<file path="src/rtl/health_pkg.sv">
`default_nettype none
// ============================================================================
//  Module      : health_pkg
//  Description : Shared result codes and FSM state encoding for the
//                nervous-shock channel scheduler.
//  Revision    : 1.0 - initial release
// ============================================================================
package health_pkg;

   // Detector abnormality codes
   localparam logic [1:0] CODE_NORMAL = 2'b00;
   localparam logic [1:0] CODE_MILD   = 2'b01;
   localparam logic [1:0] CODE_MOD    = 2'b10;
   localparam logic [1:0] CODE_SHOCK  = 2'b11;

   // Scheduler FSM states
   typedef enum logic [2:0] {
      ST_IDLE   = 3'd0,
      ST_LOAD   = 3'd1,
      ST_CLEAR  = 3'd2,
      ST_SHIFT  = 3'd3,
      ST_SETTLE = 3'd4,
      ST_REPORT = 3'd5
   } state_t;

   // Any code other than normal raises the channel alarm
   function automatic logic is_abnormal(input logic [1:0] code);
      return (code != CODE_NORMAL);
   endfunction

   // A shock code on a first scan triggers a confirming re-scan
   function automatic logic is_shock(input logic [1:0] code);
      return (code == CODE_SHOCK);
   endfunction

endpackage : health_pkg
`default_nettype wire

</file>
<file path="src/rtl/rr_arbiter.sv">
`default_nettype none
// ============================================================================
//  Module      : rr_arbiter
//  Description : Combinational rotate-priority arbiter. Grants the first
//                requesting index at or after ptr, wrapping around.
//  Revision    : 1.0 - initial release
// ============================================================================
module rr_arbiter #(
   parameter int NUM_CH = 4
) (
   input  logic [NUM_CH-1:0]         req,
   input  logic [$clog2(NUM_CH)-1:0] ptr,
   output logic [$clog2(NUM_CH)-1:0] grant,
   output logic                      any_req
);

   localparam int c_cw = $clog2(NUM_CH);

   logic [NUM_CH-1:0] w_mask;
   logic [NUM_CH-1:0] w_hi;
   logic [NUM_CH-1:0] w_pool;
   logic [NUM_CH-1:0] w_onehot;

   // Prefer requests at or above ptr; fall back to the wrapped set, then
   // isolate the lowest set bit of the chosen pool and encode it.
   always_comb begin
      w_mask = '0;
      for (int i = 0; i < NUM_CH; i++) begin
         w_mask[i] = (i >= int'(ptr));
      end
      w_hi     = req & w_mask;
      w_pool   = (|w_hi) ? w_hi : req;
      w_onehot = w_pool & (~w_pool + NUM_CH'(1));
      grant    = '0;
      for (int i = 0; i < NUM_CH; i++) begin
         if (w_onehot[i]) begin
            grant = c_cw'(i);
         end
      end
   end

   assign any_req = |req;

endmodule : rr_arbiter
`default_nettype wire

</file>
<file path="src/rtl/nervous_channel_scheduler.sv">
`default_nettype none
// ============================================================================
//  Module      : nervous_channel_scheduler
//  Description : Time-shares one serial nervous-shock detector among NUM_CH
//                sensor channels. Grants round-robin, serializes the window
//                MSB-first, samples the 2-bit result, re-scans once on a
//                shock code, and keeps sticky per-channel alarms.
//  Revision    : 1.0 - initial release
// ============================================================================
module nervous_channel_scheduler
   import health_pkg::*;
#(
   parameter int NUM_CH   = 4,
   parameter int WIN_BITS = 8,
   parameter int SETTLE   = 2
) (
   input  logic                         clock,
   input  logic                         reset,
   input  logic [NUM_CH-1:0]            ch_valid,
   input  logic [NUM_CH*WIN_BITS-1:0]   ch_data,
   output logic [NUM_CH-1:0]            ch_ready,
   output logic                         det_clear,
   output logic                         det_inputdata,
   input  logic [1:0]                   det_result,
   output logic                         res_valid,
   output logic [$clog2(NUM_CH)-1:0]    res_channel,
   output logic [1:0]                   res_code,
   output logic [NUM_CH-1:0]            alarm,
   input  logic [NUM_CH-1:0]            alarm_ack
);

   localparam int c_cw = $clog2(NUM_CH);
   localparam int c_bw = $clog2(WIN_BITS + 1);
   localparam int c_sw = $clog2(SETTLE + 1);

   state_t                r_state;
   logic [c_cw-1:0]       r_ptr;
   logic [c_cw-1:0]       r_grant;
   logic                  r_retry;
   logic [WIN_BITS-1:0]   r_window;
   logic [WIN_BITS-1:0]   r_shift;
   logic [c_bw-1:0]       r_bitcnt;
   logic [c_sw-1:0]       r_setcnt;

   logic [c_cw-1:0]       w_arb_grant;
   logic                  w_any_req;
   logic [WIN_BITS-1:0]   w_sel_data;
   logic [NUM_CH-1:0]     w_alarm_set;

   rr_arbiter #(
      .NUM_CH (NUM_CH)
   ) u_arb (
      .req     (ch_valid),
      .ptr     (r_ptr),
      .grant   (w_arb_grant),
      .any_req (w_any_req)
   );

   // Window of the currently granted channel
   always_comb begin
      w_sel_data = ch_data[int'(r_grant)*WIN_BITS +: WIN_BITS];
   end

   // Alarm set request: the reported code is held in res_code during REPORT
   always_comb begin
      w_alarm_set = '0;
      if (r_state == ST_REPORT && is_abnormal(res_code)) begin
         w_alarm_set = NUM_CH'(1) << r_grant;
      end
   end

   // Scheduler FSM; every strobe is registered on entry to the state it marks
   always_ff @(posedge clock) begin
      if (reset) begin
         r_state       <= ST_IDLE;
         r_ptr         <= '0;
         r_grant       <= '0;
         r_retry       <= 1'b0;
         r_window      <= '0;
         r_shift       <= '0;
         r_bitcnt      <= '0;
         r_setcnt      <= '0;
         ch_ready      <= '0;
         det_clear     <= 1'b0;
         det_inputdata <= 1'b0;
         res_valid     <= 1'b0;
         res_channel   <= '0;
         res_code      <= CODE_NORMAL;
      end else begin
         ch_ready      <= '0;
         det_clear     <= 1'b0;
         det_inputdata <= 1'b0;
         res_valid     <= 1'b0;
         case (r_state)
            ST_IDLE: begin
               if (w_any_req) begin
                  r_grant  <= w_arb_grant;
                  ch_ready <= NUM_CH'(1) << w_arb_grant;
                  r_state  <= ST_LOAD;
               end
            end
            ST_LOAD: begin
               r_window  <= w_sel_data;
               det_clear <= 1'b1;
               r_state   <= ST_CLEAR;
            end
            ST_CLEAR: begin
               // MSB goes out now; the shifter supplies the rest
               det_inputdata <= r_window[WIN_BITS-1];
               r_shift       <= r_window << 1;
               r_bitcnt      <= c_bw'(WIN_BITS - 1);
               r_state       <= ST_SHIFT;
            end
            ST_SHIFT: begin
               if (r_bitcnt != '0) begin
                  det_inputdata <= r_shift[WIN_BITS-1];
                  r_shift       <= r_shift << 1;
                  r_bitcnt      <= r_bitcnt - c_bw'(1);
               end else begin
                  r_setcnt <= c_sw'(SETTLE - 1);
                  r_state  <= ST_SETTLE;
               end
            end
            ST_SETTLE: begin
               if (r_setcnt != '0) begin
                  r_setcnt <= r_setcnt - c_sw'(1);
               end else begin
                  res_valid   <= 1'b1;
                  res_code    <= det_result;
                  res_channel <= r_grant;
                  r_state     <= ST_REPORT;
               end
            end
            ST_REPORT: begin
               if (is_shock(res_code) && !r_retry) begin
                  // Confirm a shock by re-scanning the latched window
                  r_retry   <= 1'b1;
                  det_clear <= 1'b1;
                  r_state   <= ST_CLEAR;
               end else begin
                  r_retry <= 1'b0;
                  r_ptr   <= (r_grant == c_cw'(NUM_CH - 1)) ? '0 : r_grant + c_cw'(1);
                  r_state <= ST_IDLE;
               end
            end
            default: begin
               r_state <= ST_IDLE;
            end
         endcase
      end
   end

   // Sticky alarms: a same-cycle set overrides the acknowledge
   always_ff @(posedge clock) begin
      if (reset) begin
         alarm <= '0;
      end else begin
         alarm <= (alarm & ~alarm_ack) | w_alarm_set;
      end
   end

endmodule : nervous_channel_scheduler
`default_nettype wire

</file>
<file path="config.mk">
export PLATFORM = sky130hd
export DESIGN_NAME = nervous_channel_scheduler
export DESIGN_NICKNAME = d
export VERILOG_FILES = /design/src/rtl/health_pkg.sv /design/src/rtl/rr_arbiter.sv /design/src/rtl/nervous_channel_scheduler.sv
export SDC_FILE = /design/constraint.sdc
export NUM_CORES = 1
export LEC_CHECK = 0
export ABC_AREA = 0
export CELL_PAD_IN_SITES_DETAIL_PLACEMENT = 1
export CELL_PAD_IN_SITES_GLOBAL_PLACEMENT = 2
export CORE_MARGIN = 2
export CORE_UTILIZATION = 28
export DETAILED_ROUTE_END_ITERATION = 12
export PLACE_DENSITY = 0.82
export SLEW_MARGIN = 10
export SYNTH_ARGS = -nofsm -noshare
export SYNTH_HDL_FRONTEND = slang
export SYNTH_SLANG_ARGS = --single-unit
</file>
<file path="constraint.sdc">
create_clock -name clock -period 2.1 [get_ports clock]
set_input_delay 0.42 -clock clock [delete_from_list [all_inputs] [get_ports clock]]
set_output_delay 0.42 -clock clock [all_outputs]
set_load 0.03 [all_outputs]
</file>
==> results.sh, run 1 <==
export IMPL_outcome="finished, final reports clean"
export IMPL_hp_class="flip-flop to flip-flop"
export IMPL_cts_buffers_inserted=5
export IMPL_nets=331
export IMPL_crit_chain="clkdlybuf4s50_1"
export IMPL_layout_drive_gt1_share=0.0925
export IMPL_grt_max_degree=45
export IMPL_whs_endpoint="r_window[7]"
export IMPL_avgSynthCellArea_um2=9.22
export IMPL_ir_worst_vdd_v=0.000254
export IMPL_wl_per_cell_um=13.6
export IMPL_yosysWarningCount=0
export IMPL_area_growth_pct=39.5
export IMPL_yosysMostFrequentCell="dfxtp_1"
export IMPL_grt_overflow=0
export IMPL_finalMaxSlewViolations=0
export IMPL_cts_sinks=44
export IMPL_synth_top_cells_by_count="44 x dfxtp_1, 29 x nor2_1, 20 x a21oi_1"
export IMPL_die_area_um2=8050
export IMPL_antenna_found_initial=0
export IMPL_ff2ff_path_depth=6
export IMPL_power_leakage_nw=1.08
export IMPL_ios=59
export IMPL_worst_hold_slack_ns=0.456
export IMPL_hp_start="r_window[7]"
export IMPL_drv_cap=0
export IMPL_worst_setup_path_type="flip-flop to output pin"
export IMPL_clkLatencyLatePin_ns=0.29
export IMPL_max_stage_delay_ns=0.71
export IMPL_synth_yosys_seq_area_share=0.428
export IMPL_postCtsHoldBufs=0
export IMPL_setup_tns_final_ns=0
export IMPL_synth_seq_cells=44
export IMPL_crit_fanout=5
export IMPL_rows=31
export IMPL_reg2reg_from="r_bitcnt[0]"
export IMPL_root_buffer="clkbuf_8"
export IMPL_routed_wl_mm=5.16
export IMPL_vias_per_cell=4.66
export IMPL_cp_top_family="buffers and inverters"
export IMPL_grt_pass1_wl_mm=8.80
export IMPL_syn_area_um2=2060
export IMPL_rsz0062_at_grt="false"
export IMPL_cp_slowest_cell="clkdlybuf4s50_1"
export IMPL_grt_pass1_vias=1867
export IMPL_cp_required_ns=1.68
export IMPL_setup_worst_path_start_class="flip-flop"
export IMPL_slew_headroom=0.613
export IMPL_hold_viol_final=0
export IMPL_synthFlopType="dfxtp_1"
export IMPL_dr_total_vias=1772
export IMPL_yosysTopAreaCellShare=0.428
export IMPL_synth_nets=273
export IMPL_drcViolationCount=0
export IMPL_synth_edf_count=0
export IMPL_gp_congestion=0.714
export IMPL_track_usage=0.130
export IMPL_setup_violations=0
export IMPL_period_minus_slack_ns=1.86
export IMPL_clock_skew_ns=0.00825
export IMPL_endpoint_kind="output pin"
export IMPL_cp_arrival_ns=1.44
export IMPL_synth_area_leaders="dfxtp_1 43%, mux4_2 8.8%, mux2i_1 6.8%"
export IMPL_synthArstFlopShare=0
export IMPL_core_area_um2=7180
export IMPL_clockBufferDepth=2
export IMPL_cts_clk_slew_worst_paths_ns=0.08
export IMPL_antenna_cells=0
export IMPL_first_pass_iters=4
export IMPL_r2r_setup_slack_ns=0.34
export IMPL_tightest_slew_ns=0.581
export IMPL_drt_iter0_drc=30
export IMPL_die_x_um=89.7
export IMPL_portBuffers=58
export IMPL_worstHoldPathCells=2
export IMPL_start_util=0.287
export IMPL_final_antenna_net_count=0
export IMPL_crit_buf_inv=1
export IMPL_fmax_ghz=0.537
export IMPL_r2r_end="r_setcnt[1]"
export IMPL_syn_inst=223
export IMPL_dieHeight_um=89.7
export IMPL_ys_types=34
export IMPL_cts_tree="built"
export IMPL_htreeDepth=2
export IMPL_hpwl_mm=3.96
export IMPL_synth_top_area_cell="dfxtp_1"
export IMPL_fin_crit_sh=0.886
export IMPL_powerDensity_nw_per_um2=668
-- stage by stage --
| stage | total power [mW] | util | instances | setup slack [ns] | area (µm²) |
|---|---|---|---|---|---|
| 4_1_cts | 1.94 | 0.399 | 380 | 0.0453 | 2860 |
| 5_1_grt | 2.04 | 0.400 | 380 | 0.125 | 2870 |
| 3_3_place_gp | 1.38 | 0.385 | 373 | 0.154 | 2770 |
| 6_report | 1.92 | 0.400 | 380 | 0.239 | 2870 |
| 2_1_floorplan | 1.21 | - | 223 | 0.387 | 2060 |
| 3_5_place_dp | 1.39 | 0.385 | 373 | 0.0788 | 2770 |
-- final cells by class --
type | count | area, µm²
sequential | 44 | 881
fill | 827 | 4310
timing repair buffer | 65 | 646
tap | 99 | 124
inverter | 10 | 37.5
multi-input combinational | 155 | 1090
clock buffer | 7 | 96.3
-- cell usage in the layout (no fill, tap or decap), types with 8 or more instances in the layout --
master	synthesis	routed
a21oi_1	20	19
nand2_1	19	19
mux2i_1	14	14
nor2_1	29	29
dfxtp_1	44	44
a211oi_1	9	9
mux4_2	8	8
clkdlybuf4s50_1	0	58
inv_1	10	10
-- report_power, final --
group / internal, mW / switching, mW
clock network: 0.293 / 0.256
registers: 0.895 / 0.0507
logic: 0.222 / 0.199
total: 1.41 / 0.506
-- layer usage --
layer	share of wire	GRT usage	vias to the layer above
met3	0.033	0.0243	4
met5	0	0	-
met4	0.010	0.0346	0
met2	0.49	0.226	27
met1	0.47	0.166	846
li1	-	-	895
-- registers in the layout, indices dropped and copies added, names as in the netlist --
register and cells:
r_retry 1, r_bitcnt 4, det_clear 1, res_channel 2
r_ptr 2, r_window 8, ch_ready 4, r_shift 7
res_code 2, res_valid 1, det_inputdata 1, r_state 3
alarm 4, r_grant 2, r_setcnt 2
-- cell families after synthesis --
group | share of synthesized area
buf+inv | 0.0481
mux | 0.156
xor+xnor | 0.00426
fa+ha+maj | 0.0365
flops | 0.428
simple gates | 0.192
compound gates | 0.136
-- how the worst max path moves through the flow --
stage / startpoint / to / depth (start not counted)
2_1_floorplan: r_bitcnt[0] / r_setcnt[1] / 6
6_report: res_code[1] / res_code[1] / 1
3_3_place_gp: ch_valid[0] / ch_ready[2] / 5
4_1_cts: r_bitcnt[0] / r_shift[2] / 6
5_1_grt: r_state[0] / r_bitcnt[1] / 5
3_5_place_dp: r_bitcnt[0] / r_shift[4] / 6
-- what timing repair did --
item | in CTS | in global routing
buffers inserted | 0 | 0
resized for setup | 0 | 2
setup endpoints to repair | 0 | 7
(Power assumes the default switching activity.)
==> run 2: changes to the inputs <==
--- a/config.mk
+++ b/config.mk
@@ -8,8 +8,10 @@
 export ABC_AREA = 0
 export CELL_PAD_IN_SITES_DETAIL_PLACEMENT = 1
 export CELL_PAD_IN_SITES_GLOBAL_PLACEMENT = 2
+export CORE_ASPECT_RATIO = 1.2
 export CORE_MARGIN = 2
 export CORE_UTILIZATION = 28
+export CTS_CLUSTER_DIAMETER = 200
 export DETAILED_ROUTE_END_ITERATION = 12
 export PLACE_DENSITY = 0.82
 export SLEW_MARGIN = 10
==> run 2 against run 1 <==
Net effect:
- critical path depth is 5 higher
- cell count down 2.6%
- highest routed layer unchanged
- critical path type is now flip-flop to flip-flop
- power is 2.8% lower
- first-iteration DRC count grew to 3.7 times the previous value
- largest cell class unchanged
- final area is 1.6% lower
==> results.sh, run 2 (synthesis results as in run 1) <==
export IMPL_outcome="finished, final reports clean"
export IMPL_wl_per_cell_um=14.0
export IMPL_final_cell_area_um2=2820
export IMPL_rsz0062_at_grt="false"
export IMPL_cp_arrival_ns=2.08
export IMPL_max_stage_delay_ns=0.52
export IMPL_drcViolationCount=0
export IMPL_cts_tree="built"
export IMPL_dr_total_vias=1762
export IMPL_hp_start="r_window[3]"
export IMPL_grt_overflow=0
export IMPL_grt_pass1_wl_mm=8.88
export IMPL_top_regs="r_window x8, r_shift x7"
export IMPL_grt_pass1_vias=1881
export IMPL_register_area_um2=881
export IMPL_cp_required_ns=2.34
export IMPL_cp_top_family="simple AND/OR/NAND/NOR gates"
export IMPL_dp_cells=363
export IMPL_worst_setup_path_type="flip-flop to flip-flop"
export IMPL_fin_crit_sh=0.876
export IMPL_powerDensity_nw_per_um2=660
export IMPL_start_util=0.286
export IMPL_cts_setup_buffers=0
export IMPL_die_x_um=82.2
export IMPL_endpoint_kind="flip-flop"
export IMPL_p_total_mw=1.86
export IMPL_slew_headroom=0.604
export IMPL_area_growth_pct=37.3
export IMPL_hp_class="flip-flop to flip-flop"
export IMPL_crit_buf_inv=1
export IMPL_htreeDepth=2
export IMPL_clockBufferDepth=2
export IMPL_final_common_cell="clkdlybuf4s50_1"
export IMPL_fin_ws_ns=0.260
export IMPL_power_leakage_nw=1.06
export IMPL_layout_drive_gt1_share=0.0786
export IMPL_crit_fanout=4
export IMPL_hpwl_mm=3.91
export IMPL_clock_skew_ns=0.00889
export IMPL_multi_input_area_um2=1080
export IMPL_pre_cts_slack_ns=0.0813
export IMPL_routed_wl_mm=5.17
export IMPL_postCtsHoldBufs=0
export IMPL_clkLatencyLatePin_ns=0.29
export IMPL_fillers=846
export IMPL_drv_cap=0
export IMPL_reg2reg_from="r_bitcnt[0]"
export IMPL_final_antenna_net_count=0
export IMPL_tightest_slew_ns=0.593
export IMPL_place_area_um2=2750
export IMPL_setup_worst_path_start_class="flip-flop"
export IMPL_final_cell_mix="58 x clkdlybuf4s50_1, 44 x dfxtp_1, 29 x nor2_1"
export IMPL_ctsResizeCount=0
export IMPL_track_usage=0.141
export IMPL_layout_cells_non_filler=370
export IMPL_dieHeight_um=97.9
export IMPL_cp_slowest_cell="or4_1"
export IMPL_setup_violations=0
export IMPL_first_pass_iters=4
export IMPL_antenna_cells=0
export IMPL_portBuffers=58
export IMPL_largest_register="r_window"
export IMPL_hold_viol_final=0
export IMPL_crit_chain="inv_1, ha_1, nor3b_1, nor2_1, or4_1, a21oi_1"
export IMPL_grt_max_degree=45
export IMPL_fmax_ghz=0.544
export IMPL_ir_worst_vdd_v=0.000331
export IMPL_period_minus_slack_ns=1.84
export IMPL_gp_congestion=0.740
export IMPL_setup_tns_final_ns=0
export IMPL_die_area_um2=8050
export IMPL_crit_start="r_bitcnt[0]"
export IMPL_vias_per_cell=4.76
export IMPL_core_area_um2=7190
export IMPL_nets=330
export IMPL_cts_sinks=44
export IMPL_finalMaxSlewViolations=0
export IMPL_cts_clk_slew_worst_paths_ns=0.08
export IMPL_largest_register_ff_count=8
export IMPL_cts_buffers_inserted=5
export IMPL_rows=34
export IMPL_ios=59
export IMPL_antenna_found_initial=0
export IMPL_root_buffer="clkbuf_8"
export IMPL_drt_iter0_drc=112
[run 2: changes by cell type in the layout (fill, tap and decap cells not counted)]
cell      delta
clkbuf_8     -2
a21oi_1      +1
a21oi_2      -1
buf_4        -1
clkbuf_1     +1
clkinv_2     +1
nor3b_1      +1
nor3b_2      -1
[run 2: routing by layer]
metal | vias to the layer above | GRT usage | share of wire | routed length, µm
li1 | 892 | - | - | -
met3 | 7 | 0.0305 | 0.032 | 164
met1 | 836 | 0.178 | 0.45 | 2300
met5 | - | 0 | 0 | 0
met4 | 0 | 0.0538 | 0.018 | 93
met2 | 27 | 0.233 | 0.50 | 2610
[run 2: worst min-delay path: stages, from the launching register on]
cell and delay, ns:
dfxtp_1 0.31, nand2_1 0.05, a21oi_1 0.05
[run 2: final cells by class]
| cell class | count | area share |
|---|---|---|
| multi-input combinational | 155 | 0.381 |
| clock inverter | 1 | 0.00177 |
| inverter | 10 | 0.0133 |
| sequential | 44 | 0.312 |
| tap | 90 | 0.0399 |
| clock buffer | 6 | 0.0257 |
| timing repair buffer | 64 | 0.226 |
[run 2: worst paths after layout]
kind | slack, ns | to | depth (start not counted)
setup reg to reg | 0.26 | r_setcnt[1] | 6
hold / removal | 0.46 | r_window[3] | 2
hold reg to reg | 0.46 | r_window[3] | 2
setup / recovery | 0.26 | r_setcnt[1] | 6
[run 2: power by group]
part / internal, mW / total [mW] / switching, mW
clock: 0.227 / 0.505 / 0.279
sequential: 0.895 / 0.950 / 0.0552
combinational: 0.221 / 0.408 / 0.187
total: 1.34 / 1.86 / 0.521
[run 2: through the flow]
stage | hold slack, ns | util
after detailed placement | 0.447 | 0.382
after CTS | 0.459 | 0.393
after floorplan | 0.432 | -
after global placement | 0.443 | 0.382
final | 0.456 | 0.393
after global routing | 0.482 | 0.393
